### config.mk
export PLATFORM = sky130hd
export DESIGN_NAME = light_seq_ctrl
export DESIGN_NICKNAME = d
export VERILOG_FILES = /design/src/rtl/light_pkg.sv /design/src/rtl/light_dwell_timer.sv /design/src/rtl/light_seq_ctrl.sv
export SDC_FILE = /design/constraint.sdc
export NUM_CORES = 1
export LEC_CHECK = 0
export BUFFER_PORTS_ARGS = -buffer_cell sky130_fd_sc_hd__buf_4
export CAP_MARGIN = 10
export CORE_MARGIN = 2
export CORE_UTILIZATION = 51
export DETAILED_ROUTE_END_ITERATION = 10
export PLACE_DENSITY = 0.83
export SLEW_MARGIN = 5
export SYNTH_ARGS = -nofsm -noshare
export SYNTH_HDL_FRONTEND = slang
export SYNTH_SLANG_ARGS = --single-unit
### constraint.sdc
create_clock -name clk -period 2.7 [get_ports clk]
set_input_delay 0.54 -clock clk [delete_from_list [all_inputs] [get_ports clk]]
set_output_delay 0.54 -clock clk [all_outputs]
set_load 0.01 [all_outputs]
### src/rtl/light_pkg.sv
// Shared types for the light sequencer: state encoding, per-state ABC
// light patterns and the step-order helper.
package light_pkg;

    typedef enum logic [1:0] {
        ST_OFF = 2'b00,
        ST_S1  = 2'b01,
        ST_S2  = 2'b10,
        ST_S3  = 2'b11
    } light_state_e;

    localparam logic [2:0] ABC_OFF = 3'b000;
    localparam logic [2:0] ABC_S1  = 3'b100;
    localparam logic [2:0] ABC_S2  = 3'b110;
    localparam logic [2:0] ABC_S3  = 3'b111;

    function automatic logic [2:0] abc_of(input light_state_e s);
        logic [2:0] abc;
        case (s)
            ST_S1:   abc = ABC_S1;
            ST_S2:   abc = ABC_S2;
            ST_S3:   abc = ABC_S3;
            default: abc = ABC_OFF;
        endcase
        return abc;
    endfunction

    // S1 -> S2 -> S3 -> S1; OFF always enters at S1
    function automatic light_state_e next_step(input light_state_e s);
        light_state_e n;
        case (s)
            ST_S1:   n = ST_S2;
            ST_S2:   n = ST_S3;
            default: n = ST_S1;
        endcase
        return n;
    endfunction

endpackage

### src/rtl/light_dwell_timer.sv
// Dwell counter for the light sequencer: counts while enabled, clears on
// request, and flags when the programmed dwell has been reached.
module light_dwell_timer #(
    parameter int unsigned DWELL_W = 8
) (
    input  logic               clk,
    input  logic               reset_n,
    input  logic               i_clr,
    input  logic               i_en,
    input  logic [DWELL_W-1:0] i_dwell,
    output logic               o_expired_c
);

    logic [DWELL_W-1:0] r_count;

    // Clear has priority so an advance always restarts the dwell from zero
    always_ff @(posedge clk or negedge reset_n) begin
        if (!reset_n) begin
            r_count <= '0;
        end else if (i_clr) begin
            r_count <= '0;
        end else if (i_en) begin
            r_count <= r_count + DWELL_W'(1);
        end
    end

    assign o_expired_c = (r_count >= i_dwell);

endmodule

### src/rtl/light_seq_ctrl.sv
// Light sequencer: OFF/S1/S2/S3 with timed auto-advance and, when
// LIGHT_SEQ_MANUAL_EN is defined, a step_req/step_ack manual-step handshake.
module light_seq_ctrl
    import light_pkg::*;
#(
    parameter int unsigned DWELL_W      = 8,
    parameter bit          RST_STATE_ON = 1'b0
) (
    input  logic               clk,
    input  logic               reset_n,
    input  logic               on,
    input  logic               auto_en,
    input  logic [DWELL_W-1:0] dwell,
    input  logic               step_req,
    output logic               step_ack,
    output logic               A,
    output logic               B,
    output logic               C,
    output logic [1:0]         state
);

    light_state_e r_state;
    light_state_e w_state_nxt;
    logic [2:0]   r_abc;
    logic         r_ack;
    logic         w_ack_nxt;
    logic         r_boot;
    logic         w_clr;
    logic         w_tmr_en;
    logic         w_expired_c;
    logic         w_man;
    logic         w_adv;
`ifdef LIGHT_SEQ_MANUAL_EN
    logic         r_lock;
    logic         w_lock_nxt;
`else
    logic         w_unused_step_req;
    assign w_unused_step_req = step_req;
`endif

    assign w_tmr_en = on && auto_en && (r_state != ST_OFF);

    light_dwell_timer #(
        .DWELL_W (DWELL_W)
    ) u_dwell_timer (
        .clk         (clk),
        .reset_n     (reset_n),
        .i_clr       (w_clr),
        .i_en        (w_tmr_en),
        .i_dwell     (dwell),
        .o_expired_c (w_expired_c)
    );

    // Next-state, counter clear and handshake decisions
    always_comb begin
        w_state_nxt = r_state;
        w_clr       = 1'b0;
        w_ack_nxt   = 1'b0;
        w_man       = 1'b0;
        w_adv       = 1'b0;
`ifdef LIGHT_SEQ_MANUAL_EN
        w_man      = on && step_req && !r_lock && (r_state != ST_OFF);
        // Lockout holds after an ack until step_req is seen low
        w_lock_nxt = w_man || (r_lock && step_req);
`endif
        if (!on) begin
            w_state_nxt = ST_OFF;
            w_clr       = 1'b1;
        end else if (r_state == ST_OFF) begin
            w_clr       = 1'b1;
            // Without RST_STATE_ON the first post-reset cycle stays in OFF
            w_state_nxt = (r_boot && (RST_STATE_ON == 1'b0)) ? ST_OFF : ST_S1;
        end else begin
            w_adv = (auto_en && w_expired_c) || w_man;
            if (w_adv) begin
                w_state_nxt = next_step(r_state);
                w_clr       = 1'b1;
            end
            w_ack_nxt = w_man;
        end
    end

    always_ff @(posedge clk or negedge reset_n) begin
        if (!reset_n) begin
            r_state <= ST_OFF;
            r_abc   <= ABC_OFF;
            r_ack   <= 1'b0;
            r_boot  <= 1'b1;
`ifdef LIGHT_SEQ_MANUAL_EN
            r_lock  <= 1'b0;
`endif
        end else begin
            r_state <= w_state_nxt;
            r_abc   <= abc_of(w_state_nxt);
            r_ack   <= w_ack_nxt;
            r_boot  <= 1'b0;
`ifdef LIGHT_SEQ_MANUAL_EN
            r_lock  <= w_lock_nxt;
`endif
        end
    end

    assign state     = r_state;
    assign {A, B, C} = r_abc;
    assign step_ack  = r_ack;

endmodule

# ---- Yosys cells after proc, flatten, opt, wreduce, memory -nomap -nowiden
# Index checks and enable logic that the tools add are counted.
dict set report totals {
  out_inout_bits 6
  input_bits 13
  word_cells 28
  reg_bits 14
}
dict set report op_classes {
  mux 11
  n_reduce_logical 6
  n_addsub 1
  eq_ne 5
  n_lt_le_gt_ge 1
}
# cell count
set ops {}
lappend ops {{2-to-1 mux 8 bit} 2}
lappend ops {{case mux 3 bit (3 select lines)} 1}
lappend ops {{adder 8 x 1 -> 8 bit (second input constant)} 1}
lappend ops {{>= comparator 8 bit} 1}
lappend ops {{== test 2 bit (second input constant)} 3}
lappend ops {{2-to-1 mux 2 bit} 3}
lappend ops {{== test 2 x 1 -> 1 bit (second input constant)} 2}
lappend ops {{2-to-1 mux 1 bit} 4}
lappend ops {{case mux 2 bit (2 select lines)} 1}
lappend ops {{nonzero test 2 bit} 2}
lappend ops {{logical AND 1 bit} 3}
lappend ops {{zero test 2 bit} 1}

# ---- Longest topological paths before layout
# Gate-level depths: netlist of run 1.
dict set report depth {
  word_depth 7
  ltp_mapped 7
  mapped_depth_nobuf 7
}

# ---- By module
# A second synthesis of run 1 with hierarchy kept.
dict set report unflattened {
  hier_cells 86
  hier_area_um2 844.6
}
# module area_each_um2 seq_area_each_um2 n_inst cells_each
set modules_own_cells {}
lappend modules_own_cells {light_dwell_timer 583.1 200.2 1 60}
lappend modules_own_cells {light_seq_ctrl 261.5 126.4 1 26}

# ---- Worst setup path before layout of run 1
# Ideal clock, no wire load.
dict set report synth_path {
  path_type {input-to-reg}
  start {input dwell[7]}
  end {register r_abc[2]}
  path_buffers 0
  arrival_ns 2.014
  stages 7
  t_required_ns 2.561
  slack_ns 0.548
  setup_ns 0.139
  path_cell_list {inv_1 > ha_1 > and3_1 > a221o_1 > a22oi_4 > mux2i_1 > o22ai_1}
}
dict set report synth_between {
  elab_chain_len 7
  elab_cells_between_ends 9
  classes_between {1 x order compare; 3 x eq/ne; 4 x mux; 1 x reduce/logical}
}
# item line_no
set synth_rtl {}
lappend synth_rtl {{start: declaration} light_seq_ctrl.sv:13} ;# input logic [DWELL_W-1:0] dwell,
lappend synth_rtl {{>= comparator 8 bit *} light_dwell_timer.sv:27} ;# assign o_expired_c = (r_count >= i_dwell);
lappend synth_rtl {{logical AND 1 bit *} light_seq_ctrl.sv:74} ;# w_adv = (auto_en && w_expired_c) || w_man;
lappend synth_rtl {{2-to-1 mux 2 bit *} light_seq_ctrl.sv:75} ;# if (w_adv) begin
lappend synth_rtl {{2-to-1 mux 2 bit *} light_seq_ctrl.sv:69} ;# end else if (r_state == ST_OFF) begin
lappend synth_rtl {{2-to-1 mux 2 bit *} light_seq_ctrl.sv:66} ;# if (!on) begin
lappend synth_rtl {{== test 2 bit or == test 2 x 1 -> 1 bit (tied branches)} light_pkg.sv:19} ;# case (s)
lappend synth_rtl {{case mux 3 bit (3 select lines) *} light_pkg.sv:19}
lappend synth_rtl {{end signal: assignment} light_seq_ctrl.sv:94} ;# r_abc <= abc_of(w_state_nxt);
lappend synth_rtl {{end: declaration} light_seq_ctrl.sv:24} ;# logic [2:0] r_abc;
# Mark *: on every way between the ends. The rest lies on a longest branch, timed or not.
# A chain may end at the register's enable or synchronous reset.

# ---- Final worst setup path of run 1
dict set report layout_path {
  start {register u_dwell_timer.r_count[5]}
  end {register r_abc[2]}
}
dict set report layout_between {
  elab_chain_len 7
  elab_cells_between_ends 9
  classes_between {1 x order compare; 3 x eq/ne; 4 x mux; 1 x reduce/logical}
}
# item line_no
set layout_rtl {}
lappend layout_rtl {{start: declaration} light_dwell_timer.sv:14} ;# logic [DWELL_W-1:0] r_count;
lappend layout_rtl {{start signal: assignment} light_dwell_timer.sv:23} ;# r_count <= r_count + DWELL_W'(1);
lappend layout_rtl {{>= comparator 8 bit *} light_dwell_timer.sv:27}
lappend layout_rtl {{logical AND 1 bit *} light_seq_ctrl.sv:74}
lappend layout_rtl {{2-to-1 mux 2 bit *} light_seq_ctrl.sv:75}
lappend layout_rtl {{2-to-1 mux 2 bit *} light_seq_ctrl.sv:69}
lappend layout_rtl {{2-to-1 mux 2 bit *} light_seq_ctrl.sv:66}
lappend layout_rtl {{== test 2 bit or == test 2 x 1 -> 1 bit (tied branches)} light_pkg.sv:19}
lappend layout_rtl {{case mux 3 bit (3 select lines) *} light_pkg.sv:19}
# Marked as above.

==> load_flow_metrics.sql, run 1 <==
INSERT INTO impl_metrics (metric_group, metric, value, unit) VALUES
('run_status', 'status', 'finished, final reports clean', ''),
('hold_path', 'hp-class', 'in2async', ''),
('global_routing', 'grt_first_pass_wirelength', '2460', 'um'),
('pwr', 'seq_power_share', '51.9', '%'),
('sta', 'hold_viol_final', '0', ''),
('finish', 'syn_to_final_growth', '20.6', '%'),
('route', 'drt-initial-drc-count', '10', ''),
('pwr', 'intPower', '320', 'uW'),
('logic_synthesis', 'synth_fa_ha_area_share', '14.9', '%'),
('route', 'drc_errors', '0', ''),
('logic_synthesis', 'parity_gate_share_of_the_synthesized_area_counting_xor_and_xnor_cells', '6.26', '%'),
('sta', 'finalMaxSlewViolations', '0', ''),
('worst_setup_path', 'cp_max_fo', '5', ''),
('finish', 'nets', '130', ''),
('clock_tree', 'setup_fix_bufs_post_cts', '0', ''),
('die', 'core_area', '0.00152', 'sq mm'),
('worst_setup_path', 'crit_type', 'reg2reg', ''),
('global_routing', 'gr-total-overflow', '0', ''),
('logic_synthesis', 'synth_warnings', '0', ''),
('global_routing', 'grt_start_max_net_pins', '15', ''),
('clock_tree', 'post_cts_hold_buffer_count', '0', ''),
('pwr', 'worst_ir_drop_vdd', '0.000326', 'V'),
('worst_setup_path', 'cp-start-kind', 'flip-flop', ''),
('clock_tree', 'cts.reportedPaths.clkPinSlew', '80', 'ps'),
('route', 'antenna_violating_nets_post_route', '0', ''),
('logic_synthesis', 'top_cells_by_area_synth', 'sky130_fd_sc_hd__dfrtp_1 (39%), sky130_fd_sc_hd__ha_1 (15%), sky130_fd_sc_hd__nor2_1 (5.4%)', ''),
('sta', 'finalSetupTns', '0', 'ps'),
('logic_synthesis', 'number_of_enable_type_register_cells_in_the_synthesized_netlist', '0', ''),
('worst_setup_path', 'critPathArrivalTime', '2290', 'ps'),
('pwr', 'sw_frac_of_total', '22.9', '%'),
('logic_synthesis', 'synth_compound_gate_area_share', '9.09', '%'),
('logic_synthesis', 'ys_types', '25', ''),
('logic_synthesis', 'ys_seq_area_share', '41.9', '%'),
('sta', 'rsz0062_at_grt', 'no', ''),
('route', 'drt_pass1_iterations', '3', ''),
('clock_tree', 'clock_path_buffers', '2', ''),
('die', 'std_cell_rows', '14', ''),
('logic_synthesis', 'avgSynthCellArea', '9.76', 'sq um'),
('placement', 'postPlaceCellArea', '976', 'sq um'),
('finish', 'post_layout_nonfiller_instances', '122', ''),
('global_routing', 'global_route.usage.total', '17.4', '%'),
('logic_synthesis', 'synthSimpleGateAreaFrac', '19.2', '%'),
('sta', 'min_period', '2130', 'ps'),
('route', 'routedWlPerCell', '11.6', 'um'),
('worst_setup_path', 'required', '2860', 'ps'),
('sta', 'achievable-frequency', '0.469', 'GHz'),
('logic_synthesis', 'synth.top_cells.by_count', 'sky130_fd_sc_hd__dfrtp_1 (13), sky130_fd_sc_hd__nor2_1 (12), sky130_fd_sc_hd__inv_1 (11)', ''),
('route', 'wirelength', '1410', 'um'),
('clock_tree', 'clkLatencyLatePin', '280', 'ps'),
('placement', 'place.gp.congestion', '0.700', ''),
('pwr', 'p_leak', '0.555', 'nW'),
('clock_tree', 'cts_tree', 'built', ''),
('worst_setup_path', 'slowest_stage', 'sky130_fd_sc_hd__dfrtp_1', ''),
('pwr', 'clock_power_share', '35.8', '%'),
('placement', 'port_buffers', '16', ''),
('worst_setup_path', 'critical_path.endpoint_type', 'flip-flop', ''),
('logic_synthesis', 'synthMuxAreaShare', '2.38', '%'),
('die', 'dieHeight', '44.6', 'um'),
('clock_tree', 'htree_num_levels', '1', ''),
('sta', 'finalClockSkew', '3.76', 'ps'),
('die', 'io-pin-count', '19', ''),
('finish', 'layout.cell_area.non_filler', '0.00101', 'sq mm'),
('global_routing', 'via_count_of_the_first_global_routing_pass', '631', ''),
('sta', 'final-setup-viol-count', '0', ''),
('placement', 'place.detailed.instances', '118', ''),
('logic_synthesis', 'yosysMostFrequentCell', 'sky130_fd_sc_hd__dfrtp_1', ''),
('pwr', 'combinationalPowerShare', '12.3', '%'),
('finish', 'antennaDiodeCount', '0', ''),
('worst_setup_path', 'timing.critical_path.cells', 'ha_1 -> and3_1 -> a221o_1 -> a22oi_4 -> mux2i_1 -> o22ai_1', ''),
('logic_synthesis', 'async_flop_share', '100', '%'),
('logic_synthesis', 'netlist.area_leader.share', '38.7', '%');
==> logic make-up (layout without fill, tap and decap cells) <==
logic type      count (synthesis)  in the layout
simple gates                   32             32
mux                             2              2
fa+ha+maj                      10             10
flops                          14             14
other cells                     1              2
compound gates                  9              9
xor+xnor                        6              6
buf+inv                        12             31
==> cells in the final DEF, fill, tap and decap left out, drive strengths merged, types with 2 or more instances in the layout <==
master and count:
buf 16, dfrtp 13, nor2 12, inv 11
ha 10, nand3 6, nand2b 4, nand2 4
clkbuf 4, xor2 3, xnor2 3, nor3b 2
o21ai 2, mux2i 2, a21oi 2, conb 2
==> registers in the layout, indices dropped and copies added, names as in the netlist <==
signal,flops
r_abc,3
state,2
u_dwell_timer.r_count,8
r_boot,1
==> cell type report <==
cell class | count | area [sq um] | area share [%]
clock buffers | 4 | 36.3 | 3.58
repair buffers | 16 | 120 | 11.9
inverters | 11 | 41.3 | 4.08
flip-flops and latches | 14 | 352 | 34.7
multi-input cells | 61 | 443 | 43.8
well taps | 16 | 20.0 | 1.98
==> critical path, delay by kind of cell (launching register included) <==
family	cells	cell delay [ps]
adders and majority gates	1	290
and+or+nand+nor	1	190
AOI/OAI and AO/OA	3	700
muxes	1	400
DFF	1	420
==> worst paths after layout <==
check | startpoint | to | slack, ps | depth (start not counted)
max reg2reg | u_dwell_timer.r_count[5] | r_abc[2] | 570 | 6
min in group clk | u_dwell_timer.r_count[7] | u_dwell_timer.r_count[7] | 550 | 2
max in group asynchronous | reset_n | r_boot | 2380 | 1
min reg2reg | u_dwell_timer.r_count[7] | u_dwell_timer.r_count[7] | 550 | 2
min | reset_n | u_dwell_timer.r_count[3] | 90 | 1
max | u_dwell_timer.r_count[5] | r_abc[2] | 570 | 6
==> stage by stage <==
stage / hold WS, ps / worst slack [ps] / util (%) / power (mW)
after floorplan: 244 / 548 / - / 0.246
after global placement: 395 / 334 / 64.0 / 0.270
after detailed placement: 397 / 331 / 64.0 / 0.272
after CTS: 87.9 / 567 / 66.4 / 0.421
after global routing: 82.1 / 451 / 66.4 / 0.440
final: 87.5 / 567 / 66.4 / 0.415
==> metal layers <==
layer,wire length (um),up-vias,global-route usage (%)
met5,0,-,0
met4,19,0,9.09
met3,62,2,3.67
met2,689,12,30.4
met1,639,301,19.7
li1,-,328,-
==> power by group through the flow <==
stage | clock network [mW] | logic [mW] | registers (mW)
2_1_floorplan | 0 | 0.0247 | 0.221
3_3_place_gp | 0 | 0.0503 | 0.220
3_5_place_dp | 0 | 0.0518 | 0.220
4_1_cts | 0.153 | 0.0518 | 0.216
5_1_grt | 0.166 | 0.0581 | 0.216
6_report | 0.149 | 0.0510 | 0.216
(Power assumes the default switching activity.)
==> inputs of run 2 (changes only) <==
Settings changed: ABC_AREA set to 1, CORE_UTILIZATION 51 to 47, PLACE_DENSITY 0.83 to 0.8.
Clock period 2.7 ns to 1.87 ns, I/O delays scaled along.
==> load_flow_metrics.sql, run 2 <==
INSERT INTO impl_metrics (metric_group, metric, value, unit) VALUES
('hold_path', 'hp-class', 'in2reg', ''),
('clock_tree', 'htree_num_levels', '1', ''),
('route', 'drc_errors', '0', ''),
('placement', 'place.gp.congestion', '0.666', ''),
('logic_synthesis', 'ys_seq_area_share', '39.7', '%'),
('die', 'std_cell_rows', '15', ''),
('run_status', 'status', 'finished, final reports clean', ''),
('logic_synthesis', 'synth_top_cell_by_area', 'sky130_fd_sc_hd__dfrtp_1', ''),
('sta', 'finalSetupTns', '0', 'ps'),
('die', 'start_util', '50.7', '%'),
('route', 'detailroute.via_count', '766', ''),
('sta', 'hold_viol_final', '0', ''),
('worst_setup_path', 'required', '2080', 'ps'),
('pwr', 'p_leak', '0.658', 'nW'),
('route', 'vias_per_cell', '4.64', ''),
('logic_synthesis', 'post_synth_inst_count', '111', ''),
('logic_synthesis', 'dominant_combinational_cell_family_by_area_after_synthesis', 'simple AND/OR/NAND/NOR gates', ''),
('finish', 'layout.cell_area.non_filler', '0.00114', 'sq mm'),
('finish', 'mostFrequentLayoutCell', 'sky130_fd_sc_hd__buf_4', ''),
('global_routing', 'global_route.usage.total', '17.0', '%'),
('global_routing', 'grt_antenna_before_repair', '0', ''),
('logic_synthesis', 'synthSimpleGateAreaFrac', '28.7', '%'),
('worst_setup_path', 'critPathArrivalTime', '1890', 'ps'),
('finish', 'regMostFlops', 'u_dwell_timer.r_count', ''),
('finish', 'layout.cells.most_common_list', 'sky130_fd_sc_hd__buf_4 (24), sky130_fd_sc_hd__inv_1 (21), sky130_fd_sc_hd__nand2_1 (21)', ''),
('sta', 'min_period', '1680', 'ps'),
('sta', 'timing.final.crit_share', '89.9', '%'),
('sta', 'achievable-frequency', '0.595', 'GHz'),
('sta', 'final-setup-viol-count', '0', ''),
('route', 'route.met2.wl', '828', 'um'),
('logic_synthesis', 'async_flop_share', '100', '%'),
('clock_tree', 'clkLatencyLatePin', '280', 'ps'),
('pwr', 'worst_ir_drop_vdd', '0.000464', 'V'),
('pwr', 'power_density', '534', 'mW/mm^2'),
('route', 'drt-initial-drc-count', '9', ''),
('clock_tree', 'clock_sink_count', '14', ''),
('worst_setup_path', 'critical-path-top-cell-by-count', 'sky130_fd_sc_hd__nor2_1', ''),
('clock_tree', 'cts_tree', 'built', ''),
('route', 'antenna_violating_nets_post_route', '0', ''),
('worst_setup_path', 'crit_type', 'reg2reg', ''),
('sta', 'rsz0062_at_grt', 'no', ''),
('worst_setup_path', 'critical_path.endpoint_type', 'flip-flop', ''),
('finish', 'nets', '164', ''),
('logic_synthesis', 'synth_warnings', '0', ''),
('logic_synthesis', 'synth_fa_ha_area_share', '14.1', '%'),
('logic_synthesis', 'synth.top_cells.by_count', 'sky130_fd_sc_hd__inv_1 (22), sky130_fd_sc_hd__nand2_1 (22), sky130_fd_sc_hd__dfrtp_1 (13)', ''),
('logic_synthesis', 'netlist.area_leader.share', '36.8', '%'),
('die', 'die-area', '0.00225', 'sq mm'),
('run', 'max_cap_viol_count', '0', ''),
('clock_tree', 'tritoncts.num_buffers', '3', ''),
('die', 'dieHeight', '47.4', 'um'),
('placement', 'place.detailed.instances', '154', ''),
('placement', 'postPlaceCellArea', '0.00105', 'sq mm'),
('finish', 'post_layout_nonfiller_instances', '165', ''),
('logic_synthesis', 'top_cells_by_area_synth', 'sky130_fd_sc_hd__dfrtp_1 (37%), sky130_fd_sc_hd__ha_1 (14%), sky130_fd_sc_hd__inv_1 (9.3%)', ''),
('route', 'drt_pass1_iterations', '3', ''),
('clock_tree', 'cts.root.buffer_cell', 'sky130_fd_sc_hd__clkbuf_4', ''),
('finish', 'drive_gt1_share', '30.7', '%'),
('logic_synthesis', 'ys_types', '25', ''),
('worst_setup_path', 'cp-start-kind', 'flip-flop', ''),
('logic_synthesis', 'synth_flop_cell', 'sky130_fd_sc_hd__dfrtp_1', ''),
('die', 'io-pin-count', '19', ''),
('logic_synthesis', 'synthMuxAreaShare', '0', '%'),
('route', 'wl_met1', '722', 'um'),
('route', 'routedWlPerCell', '9.91', 'um'),
('sta', 'finalClockSkew', '6.27', 'ps'),
('worst_setup_path', 'cp_slowest_stage_delay', '430', 'ps'),
('route', 'wl_met3', '71', 'um'),
('logic_synthesis', 'synth-seq-cells', '14', ''),
('clock_tree', 'cts.reportedPaths.clkPinSlew', '90', 'ps'),
('global_routing', 'grt_start_max_net_pins', '15', ''),
('worst_setup_path', 'slowest_stage', 'sky130_fd_sc_hd__dfrtp_2', ''),
('logic_synthesis', 'parity_gate_share_of_the_synthesized_area_counting_xor_and_xnor_cells', '0.990', '%'),
('route', 'routed.top_layer', 'met4', ''),
('placement', 'detailedPlace.worstSlack', '86.1', 'ps'),
('die', 'fp.dieW', '47.4', 'um'),
('sta', 'finalMaxSlewViolations', '0', ''),
('global_routing', 'gr-total-overflow', '0', ''),
('placement', 'detailed_place_hpwl', '1290', 'um'),
('logic_synthesis', 'synth_compound_gate_area_share', '4.95', '%'),
('die', 'core_area', '0.00175', 'sq mm'),
('placement', 'port_buffers', '16', ''),
('route', 'wirelength', '1640', 'um'),
('worst_setup_path', 'cp_max_fo', '4', ''),
('logic_synthesis', 'number_of_enable_type_register_cells_in_the_synthesized_netlist', '0', ''),
('sta', 'timing.final.ws_setup', '188', 'ps'),
('clock_tree', 'clock_path_buffers', '2', ''),
('finish', 'syn_to_final_growth', '29.1', '%'),
('logic_synthesis', 'synth_area', '885', 'sq um'),
('global_routing', 'via_count_of_the_first_global_routing_pass', '715', ''),
('finish', 'largest_register_ffs', '8', ''),
('finish', 'antennaDiodeCount', '0', ''),
('global_routing', 'grt_first_pass_wirelength', '2600', 'um'),
('worst_setup_path', 'timing.critical_path.cells', 'ha_1 -> a21oi_1 -> nor2_1 -> nor2_1 -> nand3_1 -> buf_4 -> nand3b_1 -> nand3_1 -> nor2_1', ''),
('logic_synthesis', 'avgSynthCellArea', '7.97', 'sq um');
==> run 2: final timing paths <==
check,from,endpoint,slack [ps],cells past startpoint
max in group asynchronous,reset_n,r_boot,1150,2
hold reg to reg,u_dwell_timer.r_count[7],u_dwell_timer.r_count[7],560,2
hold / removal,on,state[0],360,3
setup reg to reg,u_dwell_timer.r_count[5],r_abc[0],190,9
min in group asynchronous,reset_n,state[0],480,2
setup / recovery,u_dwell_timer.r_count[5],r_abc[0],190,9
==> run 2: final cells by class <==
cell class	count	area [sq um]
inverter	24	90.1
fill	158	603
sequential	14	353
clock buffer	4	36.3
multi-input combinational	73	442
tap	25	31.3
timing repair buffer	25	190
==> run 2: kinds of logic (layout without fill, tap and decap cells) <==
logic type / Yosys count / after routing
simple gates: 52 / 52
buf+inv: 25 / 53
flops: 14 / 14
fa+ha+maj: 10 / 10
compound gates: 8 / 8
other cells: 1 / 2
xor+xnor: 1 / 1
==> run 2: repair_timing <==
item | CTS | global route
endpoints found under the setup margin | 0 | 9
hold endpoints to repair | 13 | 0
setup buffers | 0 | 6
hold buffers | 1 | 0
gates resized for setup | 0 | 3
==> run 2: metrics by stage <==
stage	hold slack [ps]	utilization, %	total power, mW
after floorplan	78.4	-	0.361
after global placement	230	60.0	0.397
after detailed placement	235	60.0	0.401
after CTS	349	62.7	0.621
after global routing	364	65.4	0.648
final	356	65.4	0.610
==> run 2: layer usage <==
metal | GRT usage (%) | vias to the layer above
met5 | 0 | -
met4 | 8.33 | 0
met3 | 3.46 | 2
met2 | 30.5 | 16
met1 | 18.7 | 347
li1 | - | 401
==> run 2: critical path, delay by kind of cell, from the launching register on <==
family	cells	cell delay, ps
AO/OA/AOI/OAI	1	140
adder cells (fa/ha/maj)	1	300
buffers and inverters	1	160
flip-flops	1	430
AND/OR/NAND/NOR	6	580
==> run 2: where the power goes <==
part	total, mW	leakage [nW]	switching [mW]	internal [mW]
Clock	0.215	0.0210	0.0963	0.118
Combinational	0.0828	0.449	0.0436	0.0393
Sequential	0.313	0.188	0.00336	0.310
Total	0.610	0.658	0.143	0.467
